<file path="src/rtl/writeback_stage.sv">
// writeback_stage: final pipeline stage.
// Registers the MEM/WB bundle and drives the register-file write port.
// It also rebuilds 32-bit PC values that arrive as two stack words
// (high half first) and issues one PC load to fetch.
// Optional feature: define WB_RETIRE_CNT_EN to add the retire_count output.
//
// state | meaning
// ------+---------------------------------------------------------------
// IDLE  | no PC pair in progress
// HALF  | high half of the PC is stored; waiting for the low half
module writeback_stage #(
    parameter int DATA_W     = 16,
    parameter int REG_ADDR_W = 3,
    parameter int PC_W       = 32
) (
    input  logic                               clk,
    input  logic                               rst_n,
    input  logic                               wb_in_valid,
    input  logic [2*DATA_W+2*REG_ADDR_W+3:0]   wb_input,
    input  logic                               stall,
    input  logic                               flush,
    output logic                               reg_write_en,
    output logic [REG_ADDR_W-1:0]              reg_write_addr,
    output logic [DATA_W-1:0]                  reg_write_data,
    output logic                               pc_load_valid,
    output logic [PC_W-1:0]                    pc_load_value,
    output logic                               pc_seq_err,
`ifdef WB_RETIRE_CNT_EN
    output logic                               pc_pending,
    output logic [31:0]                        retire_count
`else
    output logic                               pc_pending
`endif
);

    localparam int IN_W = 2*DATA_W + 2*REG_ADDR_W + 4;

    localparam logic [1:0] CTRL_ALU = 2'b01;
    localparam logic [1:0] CTRL_MEM = 2'b10;
    localparam logic [1:0] CTRL_PC  = 2'b11;

    typedef enum logic {IDLE, HALF} state_t;

    state_t                  state;
    logic [DATA_W-1:0]       pc_hi;

    logic [DATA_W-1:0]       mem_data;
    logic [DATA_W-1:0]       alu_data;
    logic [REG_ADDR_W-1:0]   rdst;
    logic [REG_ADDR_W-1:0]   rsrc;
    logic [1:0]              stack_op;
    logic [1:0]              wb_ctrl;
    logic                    accept;
    logic                    unused_fields;

    assign mem_data = wb_input[IN_W-1 -: DATA_W];
    assign alu_data = wb_input[2*REG_ADDR_W+4 +: DATA_W];
    assign rdst     = wb_input[REG_ADDR_W+4 +: REG_ADDR_W];
    assign rsrc     = wb_input[4 +: REG_ADDR_W];
    assign stack_op = wb_input[3:2];
    assign wb_ctrl  = wb_input[1:0];

    // rsrc and stack_op travel with the instruction but are not needed here
    assign unused_fields = ^{rsrc, stack_op};

    assign accept = wb_in_valid & ~stall & ~flush;

    // Register-write decode, PC pair sequencing and all registered outputs
    always_ff @(posedge clk or negedge rst_n) begin
        if (!rst_n) begin
            state          <= IDLE;
            pc_hi          <= '0;
            reg_write_en   <= 1'b0;
            reg_write_addr <= '0;
            reg_write_data <= '0;
            pc_load_valid  <= 1'b0;
            pc_load_value  <= '0;
            pc_seq_err     <= 1'b0;
            pc_pending     <= 1'b0;
        end else begin
            // strobes are single-cycle; stall leaves data outputs holding
            reg_write_en  <= 1'b0;
            pc_load_valid <= 1'b0;
            pc_seq_err    <= 1'b0;
            if (flush) begin
                state      <= IDLE;
                pc_hi      <= '0;
                pc_pending <= 1'b0;
            end else if (accept) begin
                case (wb_ctrl)
                    CTRL_ALU: begin
                        reg_write_en   <= 1'b1;
                        reg_write_addr <= rdst;
                        reg_write_data <= alu_data;
                    end
                    CTRL_MEM: begin
                        reg_write_en   <= 1'b1;
                        reg_write_addr <= rdst;
                        reg_write_data <= mem_data;
                    end
                    default: ;
                endcase
                if (wb_ctrl == CTRL_PC) begin
                    if (state == IDLE) begin
                        pc_hi      <= mem_data;
                        state      <= HALF;
                        pc_pending <= 1'b1;
                    end else begin
                        pc_load_value <= {pc_hi, mem_data};
                        pc_load_valid <= 1'b1;
                        pc_hi         <= '0;
                        state         <= IDLE;
                        pc_pending    <= 1'b0;
                    end
                end else if (state == HALF) begin
                    // pair broken by an ordinary instruction: drop the high half
                    pc_seq_err <= 1'b1;
                    pc_hi      <= '0;
                    state      <= IDLE;
                    pc_pending <= 1'b0;
                end
            end
        end
    end

`ifdef WB_RETIRE_CNT_EN
    // Count retired instructions; a PC pair retires once, on its low half
    always_ff @(posedge clk or negedge rst_n) begin
        if (!rst_n) begin
            retire_count <= '0;
        end else if (accept && !(state == IDLE && wb_ctrl == CTRL_PC)) begin
            retire_count <= retire_count + 32'd1;
        end
    end
`endif

endmodule
</file>
<file path="config.mk">
export PLATFORM = sky130hd
export DESIGN_NAME = writeback_stage
export DESIGN_NICKNAME = d
export VERILOG_FILES = /design/src/rtl/writeback_stage.sv
export SDC_FILE = /design/constraint.sdc
export NUM_CORES = 1
export LEC_CHECK = 0
export BUFFER_PORTS_ARGS = -buffer_cell sky130_fd_sc_hd__buf_2
export CORE_MARGIN = 2
export CORE_UTILIZATION = 50
export CTS_CLUSTER_SIZE = 28
export DETAILED_ROUTE_END_ITERATION = 8
export PLACE_DENSITY = 0.76
export SETUP_SLACK_MARGIN = 0.1
export SYNTH_ARGS = -nofsm -noshare
export SYNTH_HDL_FRONTEND = slang
export SYNTH_SLANG_ARGS = --single-unit
</file>
<file path="constraint.sdc">
create_clock -name clk -period 1.8 [get_ports clk]
set_input_delay 0.09 -clock clk [delete_from_list [all_inputs] [get_ports clk]]
set_output_delay 0.09 -clock clk [all_outputs]
set_load 0.05 [all_outputs]
</file>
==> results.toml, run 1 <==
[sta]
setup_violations = 0
final_hold_viol_count = 0
period_needed_ps = 1450
setup_tns_ps = 0
fin_skew_ps = 10.9
max_slew_margin_pct = 49.1
worst_pin_slew_ps = 763
timing.final.crit_share_pct = 80.8
clock.fmax_ghz = 0.687
rsz0062_at_grt = "no"
drv_slew = 0
setup_ws_ps = 345

[routing]
drtIter0Drc = 73
drtPass1Iterations = 4
avgRoutedWirePerCell_um = 16.1
wl_mm = 6.32
drc = 0
vias_per_cell = 4.97
drtAntennaViolNets = 0
vias = 1949

[yosys]
synth_commonest_cells = "dfrtp_1, mux2_4, nor2_1, mux2i_1"
syn_inst = 199
syn_avg_cell_area_um2 = 15.1
synth-edff-count = 0
yosysSeqAreaShare_pct = 60.1
syn-num-nets = 248
synth.area.top_cells = "dfrtp_1, mux2_4, mux2i_1"
ys.flop_type = "dfrtp_1"
ys_seq_elements = 72
yosys.cell_types.count = 21
async_flop_share_pct = 100
synthesis.area_mm2 = 0.00300
yosysTopAreaCellShare_pct = 60.1
yosysWarnings = 0
synth.most_common_cell = "dfrtp_1"
synth_area_leader_cell = "dfrtp_1"

[critical_path]
cpMaxStageDelayCell = "dfrtp_1"
path_delay_family = "compound AO/OA/AOI/OAI gates"
worstSetupPathType = "flop to flop"
crit_path_cell_trace = "or2_2 > a21oi_4 > a22o_1"
r2r_start = "state"
crit_path_max_fanout = 17
timing.rr.end = "pc_hi[9]"
cpPeakStageDelay_ps = 440
cp-end-kind = "flop"
critPathRequiredTime_ps = 2070
r2r_slack_ps = 350
path_buf_inv = 0
r2r_cells = 3
cp-start-kind = "flop"
crit_arrival_ps = 1730

[floorplan]
fp.dieW_um = 81.4
io-pin-count = 102
num_rows = 28
core_area_mm2 = 0.00585
die_y_um = 81.4
start_util_pct = 51.2
dieArea_mm2 = 0.00663

[placed_design]
gp_congestion = 0.815
hpwl_mm = 4.68
pre_cts_ws_ps = 276
dpl_cell_area_mm2 = 0.00356
port_buffers = 96

[cells_and_area]
fin_area_mm2 = 0.00386
diodes = 0
syn_to_final_growth_pct = 28.8
layout-drive-gt1-share_pct = 50.8
utilization_pct = 66.0
nets = 361
nFillCells = 440

[global_route]
grt_start_max_net_pins = 37
grt_overflow_total = 0
grt_usage_pct = 20.4
antenna_found_initial = 0
grt_pass1_vias = 1934
grt_first_pass_wirelength_mm = 9.95

[clocking]
clock-root-buffer = "clkbuf_8"
ctsLongestPathBuffers = 2
cts.repair.resized = 0
htree_num_levels = 3
postCtsSetupBuffers = 0
path_clk_slew_ps = 80
cts_tree = "yes"
cts-buffers-inserted = 9
clkSinkCount = 72
clk_latency_ps = 340

[power_and_ir_drop]
p_leak_nw = 2.12
power_density_mw_per_mm2 = 1090
vdd_drop_max_mv = 0.698

[min_path]
whs_path_depth = 2
holdCritPathClass = "input port to flop"
hp-start = "wb_input[38]"
min_to = "pc_hi[12]"

[job]
maxCapViolations = 0

[outcome]
status = "finished clean"
## worst max-delay path by stage
stage,start,end,slack (ps),cells past startpoint
after global routing,state,pc_hi[9],260,3
final,state,pc_hi[9],350,3
after detailed placement,wb_input[0],reg_write_addr[2],280,6
after global placement,wb_input[0],reg_write_addr[2],290,6
after floorplan,wb_input[0],reg_write_addr[0],430,4
after CTS,state,pc_hi[9],340,3
## metal layers
metal	wire length (um)	track usage, %	vias to the layer above
li1	-	-	928
met1	2770	28.3	953
met2	3120	30.7	56
met3	254	3.19	12
met4	175	11.7	0
met5	0	0	-
## registers in the layout (all words and copies together), names as in the netlist
signal and cells:
state 1, reg_write_addr 3, pc_load_value 32, pc_load_valid 1, pc_seq_err 1, reg_write_en 1
pc_hi 16, reg_write_data 16, pc_pending 1
## through the flow
stage	instances	hold slack (ps)	total power, mW
after floorplan	199	-206	2.51
after global placement	368	205	2.78
after global routing	392	12.9	4.38
after detailed placement	368	213	2.80
final	392	18.4	4.21
after CTS	391	0.565	4.24
## report_power, final
part | switching [mW] | internal (mW) | leakage (nW) | total [mW]
Clock | 0.637 | 0.795 | 0.107 | 1.43
Combinational | 0.694 | 0.255 | 1.06 | 0.949
Sequential | 0.0712 | 1.75 | 0.950 | 1.83
Total | 1.40 | 2.80 | 2.12 | 4.21
## cell type report
cell class,count,area (um^2),share of cell area [%]
Clock buffer,9,124,3.21
Clock inverter,7,101,2.62
Tap cell,75,93.8,2.43
Timing Repair Buffer,113,641,16.6
Sequential cell,72,1800,46.7
Multi-Input combinational cell,114,1090,28.3
Inverter,2,7.51,0.194
## repair_timing
item	CTS	global route
setup endpoints to repair	0	0
hold endpoints to repair	38	1
hold buffers	7	1
## worst reg2reg max path, cell delays in order, from the launching register on
cell     delay, ps
dfrtp_1        440
or2_2          340
a21oi_4        390
a22o_1         220
## cells by family after synthesis
family                   count (synthesis)  share of synthesized area, %
flip-flops                              72                          60.1
multiplexers                            52                          22.5
AO/OA/AOI/OAI                           34                          8.14
AND/OR/NAND/NOR                         26                          5.01
buffers and inverters                   13                          3.46
adder cells (fa/ha/maj)                  2                         0.835
## layout by cell type, fill, tap and decap left out
| cell | count |
|---|---|
| nor2_1 | 18 |
| nand2_1 | 1 |
| dlygate4sd3_1 | 8 |
| nor3b_2 | 1 |
| nor4b_4 | 1 |
| a22o_1 | 16 |
| a21o_1 | 1 |
| a21oi_1 | 16 |
| mux2_2 | 6 |
| ha_1 | 2 |
| buf_4 | 8 |
| mux2i_1 | 17 |
| buf_12 | 1 |
| inv_6 | 3 |
| mux2_4 | 29 |
| and2_1 | 1 |
| bufinv_16 | 2 |
| clkbuf_8 | 9 |
| nand3_4 | 1 |
| clkinvlp_4 | 2 |
| nor2b_1 | 2 |
| dfrtp_1 | 72 |
| or2_2 | 1 |
| a21oi_4 | 1 |
| buf_2 | 96 |
| inv_1 | 2 |
(Power assumes the default switching activity.)
==> run 2, diff against run 1 <==
--- a/config.mk
+++ b/config.mk
@@ -7,10 +7,10 @@
 export LEC_CHECK = 0
 export BUFFER_PORTS_ARGS = -buffer_cell sky130_fd_sc_hd__buf_2
 export CORE_MARGIN = 2
-export CORE_UTILIZATION = 50
+export CORE_UTILIZATION = 45
 export CTS_CLUSTER_SIZE = 28
 export DETAILED_ROUTE_END_ITERATION = 8
-export PLACE_DENSITY = 0.76
+export PLACE_DENSITY = 0.72
 export SETUP_SLACK_MARGIN = 0.1
 export SYNTH_ARGS = -nofsm -noshare
 export SYNTH_HDL_FRONTEND = slang
==> constraint.sdc (replaced) <==
create_clock -name clk -period 1.3 [get_ports clk]
set_input_delay 0.065 -clock clk [delete_from_list [all_inputs] [get_ports clk]]
set_output_delay 0.065 -clock clk [all_outputs]
set_load 0.05 [all_outputs]
==> run 2 against run 1 <==
Compared with the run above:
- non-clock buffer count grew 11
- sequential cell count unchanged
- critical endpoint is now pc_load_value[27]
- clock power up 15%
- sequential share of layout area fell by 2.3 points
- largest power group unchanged
- maximum frequency grew 20%
==> results.toml, run 2 (synthesis results as in run 1) <==
[outcome]
status = "finished clean"

[placed_design]
hpwl_mm = 4.73
dpl_cell_area_mm2 = 0.00369
placed_cells = 373
gp_congestion = 0.780
port_buffers = 96

[min_path]
holdCritPathClass = "input port to flop"
whs_path_depth = 2

[cells_and_area]
layout-drive-gt1-share_pct = 54.0
syn_to_final_growth_pct = 35.6
utilization_pct = 63.7
layout_common_cells = "buf_2, dfrtp_1, mux2_4"
regMostFlops = "pc_load_value"
final_common_cell = "buf_2"
instances_no_fill = 405
largest_reg_flops = 32
fin_area_mm2 = 0.00407
reg.largest.list = "pc_load_value (32), pc_hi (16), reg_write_data (16)"
nets = 372
diodes = 0

[global_route]
grt_usage_pct = 19.0
grt_overflow_total = 0
grt_pass1_vias = 2017
antenna_found_initial = 0
grt_first_pass_wirelength_mm = 10.7
grt_start_max_net_pins = 39

[clocking]
clkSinkCount = 72
ctsLongestPathBuffers = 2
clk_latency_ps = 330
path_clk_slew_ps = 90
postCtsSetupBuffers = 0
htree_num_levels = 3
cts_tree = "yes"
clock-root-buffer = "clkbuf_8"
cts-buffers-inserted = 9

[power_and_ir_drop]
p_switching_mw = 2.01
p_int_mw = 3.58
p_comb_share_pct = 25.2
p_sw_share_pct = 36.0
p_leak_nw = 2.19
vdd_drop_max_mv = 0.989
power_density_mw_per_mm2 = 1380
seqPwrFrac_pct = 45.4
clockPowerShare_pct = 29.5

[sta]
max_slew_margin_pct = 65.1
drv_slew = 0
timing.final.crit_share_pct = 93.0
setup_violations = 0
period_needed_ps = 1210
rsz0062_at_grt = "yes"
clock.fmax_ghz = 0.827
worst_pin_slew_ps = 523
final_hold_viol_count = 0
fin_skew_ps = 9.36

[routing]
drtAntennaViolNets = 0
vias_per_cell = 4.90
avgRoutedWirePerCell_um = 16.2
wl_mm = 6.55
drtIter0Drc = 93
drtPass1Iterations = 4
drc = 0
vias = 1983

[critical_path]
endpoint = "pc_load_value[27]"
r2r_cells = 3
cp-end-kind = "flop"
timing.rr.end = "pc_load_value[27]"
r2r_start = "state"
critPathRequiredTime_ps = 1520
crit_path_max_fanout = 8
crit_path_start = "state"
cp-start-kind = "flop"
crit_arrival_ps = 1430
r2r_slack_ps = 90
worstSetupPathType = "flop to flop"

[floorplan]
core_area_mm2 = 0.00639
num_rows = 29
dieArea_mm2 = 0.00733
fp.dieW_um = 85.6
die_y_um = 85.6
io-pin-count = 102
start_util_pct = 46.9

[job]
maxCapViolations = 0
## run 2: cell type report
| type | count | area [um^2] |
|---|---|---|
| Clock buffer | 9 | 124 |
| Tap cell | 77 | 96.3 |
| Fill cell | 500 | 2320 |
| Multi-Input combinational cell | 114 | 1150 |
| Timing Repair Buffer | 124 | 822 |
| Clock inverter | 7 | 61.3 |
| Inverter | 2 | 10.0 |
| Sequential cell | 72 | 1800 |
## run 2: power by group through the flow
stage          registers (mW)  clock network (mW)  logic, mW
6_report                 2.54                1.65       1.41
5_1_grt                  2.56                1.80       1.49
4_1_cts                  2.53                1.69       1.41
3_5_place_dp             2.57                   0       1.38
3_3_place_gp             2.57                   0       1.36
2_1_floorplan            3.22                   0      0.316
## run 2: per-layer routing
| layer | part of all wire [%] | routed length (um) | track usage (%) |
|---|---|---|---|
| met4 | 2.6 | 173 | 8.80 |
| met3 | 4.1 | 268 | 3.85 |
| met2 | 47 | 3070 | 28.1 |
| met5 | 0 | 0 | 0 |
| met1 | 46 | 3040 | 27.1 |
## run 2: how the worst min path moves through the flow
stage / startpoint / to
6_report: wb_input[38] / pc_hi[12]
5_1_grt: wb_input[38] / pc_hi[12]
4_1_cts: wb_input[26] / pc_hi[0]
3_5_place_dp: rst_n / reg_write_addr[1]
3_3_place_gp: rst_n / reg_write_addr[1]
2_1_floorplan: rst_n / pc_hi[0]
## run 2: critical path: stages (launching register included)
cell	delay [ps]
dfrtp_2	420
nand3_4	160
clkbuf_16	220
mux2_4	300
## run 2: timing repair
item / 4_1_cts / 5_1_grt
pin swaps: 0 / 0
hold buffers: 14 / 1
endpoints found under the setup margin: 29 / 29
cloned: 0 / 1
hold endpoints to repair: 53 / 1
gates resized for setup: 3 / 3
## run 2: metrics by stage
stage	hold WS, ps	setup TNS (ps)	power (mW)	setup slack (ps)
final	7.71	0	5.59	91.4
after global routing	1.33	0	5.85	57.3
after CTS	0.851	0	5.64	102
after detailed placement	72.8	-2380	3.95	-113
after global placement	68.6	-1490	3.93	-63.3
after floorplan	-231	0	3.53	7.61
==> run 3, diff against run 2 <==
--- a/config.mk
+++ b/config.mk
@@ -7,11 +7,12 @@
 export LEC_CHECK = 0
 export BUFFER_PORTS_ARGS = -buffer_cell sky130_fd_sc_hd__buf_2
 export CORE_MARGIN = 2
-export CORE_UTILIZATION = 45
+export CORE_UTILIZATION = 41
 export CTS_CLUSTER_SIZE = 28
 export DETAILED_ROUTE_END_ITERATION = 8
-export PLACE_DENSITY = 0.72
+export PLACE_DENSITY = 0.66
 export SETUP_SLACK_MARGIN = 0.1
+export SLEW_MARGIN = 20
 export SYNTH_ARGS = -nofsm -noshare
 export SYNTH_HDL_FRONTEND = slang
 export SYNTH_SLANG_ARGS = --single-unit
==> run 3 against run 2 <==
Compared with the run above:
- combinational power hardly changed
- hold slack worse by 0.73 ps
- routed wire length is 1.4% lower
- largest cell class unchanged
- largest power group unchanged
==> results.toml, run 3 (synthesis results as in run 1) <==
[sta]
fin_skew_ps = 7.24
final_hold_viol_count = 0
setup_violations = 0
period_needed_ps = 1220
rsz0062_at_grt = "yes"
drv_slew = 0
timing.final.crit_share_pct = 93.5
max_slew_margin_pct = 77.6
worst_pin_slew_ps = 335
clock.fmax_ghz = 0.822

[global_route]
grt_usage_pct = 17.0
grt_first_pass_wirelength_mm = 10.0
grt_overflow_total = 0
grt_start_max_net_pins = 30
antenna_found_initial = 0
grt_pass1_vias = 1950

[min_path]
holdCritPathClass = "input port to flop"
whs_path_depth = 2
min_to = "pc_hi[15]"
hp-start = "wb_input[41]"

[critical_path]
worstSetupPathType = "flop to flop"
cp-end-kind = "flop"
critPathRequiredTime_ps = 1580
r2r_cells = 4
path_buf_inv = 1
path_delay_family = "flip-flops"
crit_path_cell_trace = "or2_4 > a21oi_4 > buf_12 > a22o_1"
timing.rr.end = "pc_hi[0]"
r2r_slack_ps = 80
cpMaxStageDelayCell = "dfrtp_2"
crit_arrival_ps = 1490
cp-start-kind = "flop"
cpPeakStageDelay_ps = 450
crit_path_max_fanout = 17
r2r_start = "state"

[cells_and_area]
fin_area_mm2 = 0.00416
instances_no_fill = 434
final_common_cell = "buf_2"
nets = 379
syn_to_final_growth_pct = 38.9
reg.largest.list = "pc_load_value (32), pc_hi (16), reg_write_data (16)"
diodes = 0
layout_common_cells = "buf_2, dfrtp_1, mux2_4"
regMostFlops = "pc_load_value"
nFillCells = 591
largest_reg_flops = 32
layout-drive-gt1-share_pct = 53.1

[placed_design]
gp_congestion = 0.802
port_buffers = 96
placed_cells = 397
hpwl_mm = 4.70
dpl_cell_area_mm2 = 0.00375

[clocking]
clock-root-buffer = "clkbuf_8"
cts-buffers-inserted = 9
htree_num_levels = 3
ctsLongestPathBuffers = 2
clkSinkCount = 72
clk_latency_ps = 340
cts_tree = "yes"
path_clk_slew_ps = 80

[outcome]
status = "finished clean"

[floorplan]
dieArea_mm2 = 0.00801
start_util_pct = 41.8
core_area_mm2 = 0.00718
fp.dieW_um = 89.5
die_y_um = 89.5
io-pin-count = 102
num_rows = 31

[power_and_ir_drop]
power_density_mw_per_mm2 = 1380
vdd_drop_max_mv = 0.679
p_leak_nw = 2.23

[job]
maxCapViolations = 0

[routing]
drtPass1Iterations = 4
drtIter0Drc = 74
drtAntennaViolNets = 0
vias_per_cell = 4.64
avgRoutedWirePerCell_um = 14.9
wl_mm = 6.46
vias = 2013
drc = 0
-- run 3: changes by cell type in the layout (fill, tap and decap cells not counted), sizes merged --
cell / delta
inv: -2
buf: +2
clkinvlp: -1
bufinv: +1
clkbuf: -1
clkinv: +2
dlygate4sd3: +6
-- run 3: worst max-delay path by stage --
| stage | from | depth (start not counted) | end |
|---|---|---|---|
| floorplan | wb_input[1] | 3 | reg_write_addr[0] |
| global placement | wb_input[0] | 5 | pc_hi[7] |
| detailed placement | wb_input[0] | 5 | pc_hi[10] |
| CTS | state | 3 | pc_load_value[31] |
| global route | state | 4 | pc_hi[0] |
| finish | state | 4 | pc_hi[0] |
-- run 3: area by class of cell --
class	instances	area, um^2	share of cell area, %
flip-flops and latches	72	1800	43.3
multi-input cells	114	1150	27.6
repair buffers	131	873	21.0
clock buffers	9	124	2.97
well taps	99	124	2.97
clock inverters	7	80.1	1.92
inverters	2	10.0	0.240
-- run 3: per-layer routing --
metal | global-route usage (%) | up-vias | wire, um
li1 | - | 972 | -
met1 | 24.0 | 967 | 3050
met2 | 24.3 | 57 | 2990
met3 | 4.25 | 17 | 209
met4 | 8.82 | 0 | 211
met5 | 0 | - | 0
-- run 3: where the power goes --
part	switching (mW)	leakage, nW	total, mW	internal, mW
Combinational	0.984	1.18	1.42	0.431
Sequential	0.104	0.948	2.53	2.43
Clock	0.887	0.102	1.80	0.908
-- run 3: stage by stage --
| step | power [mW] | hold WS [ps] | setup WS [ps] | util [%] | setup TNS [ps] |
|---|---|---|---|---|---|
| final | 5.74 | 6.98 | 84.1 | 58.0 | 0 |
| after global routing | 6.01 | 8.97 | 64.9 | 58.0 | 0 |
| after CTS | 5.82 | 1.62 | 89.2 | 58.0 | 0 |
| after detailed placement | 3.95 | -16.2 | -176 | 52.2 | -2730 |
| after global placement | 3.93 | -24.8 | -85.1 | 52.2 | -1560 |
| after floorplan | 3.53 | -231 | 7.61 | - | 0 |
-- run 3: repair_timing --
action | in CTS | in global routing
setup buffers | 0 | 0
hold buffers | 21 | 0
hold endpoints to repair | 104 | 0
resized for setup | 2 | 1
setup endpoints to repair | 25 | 49
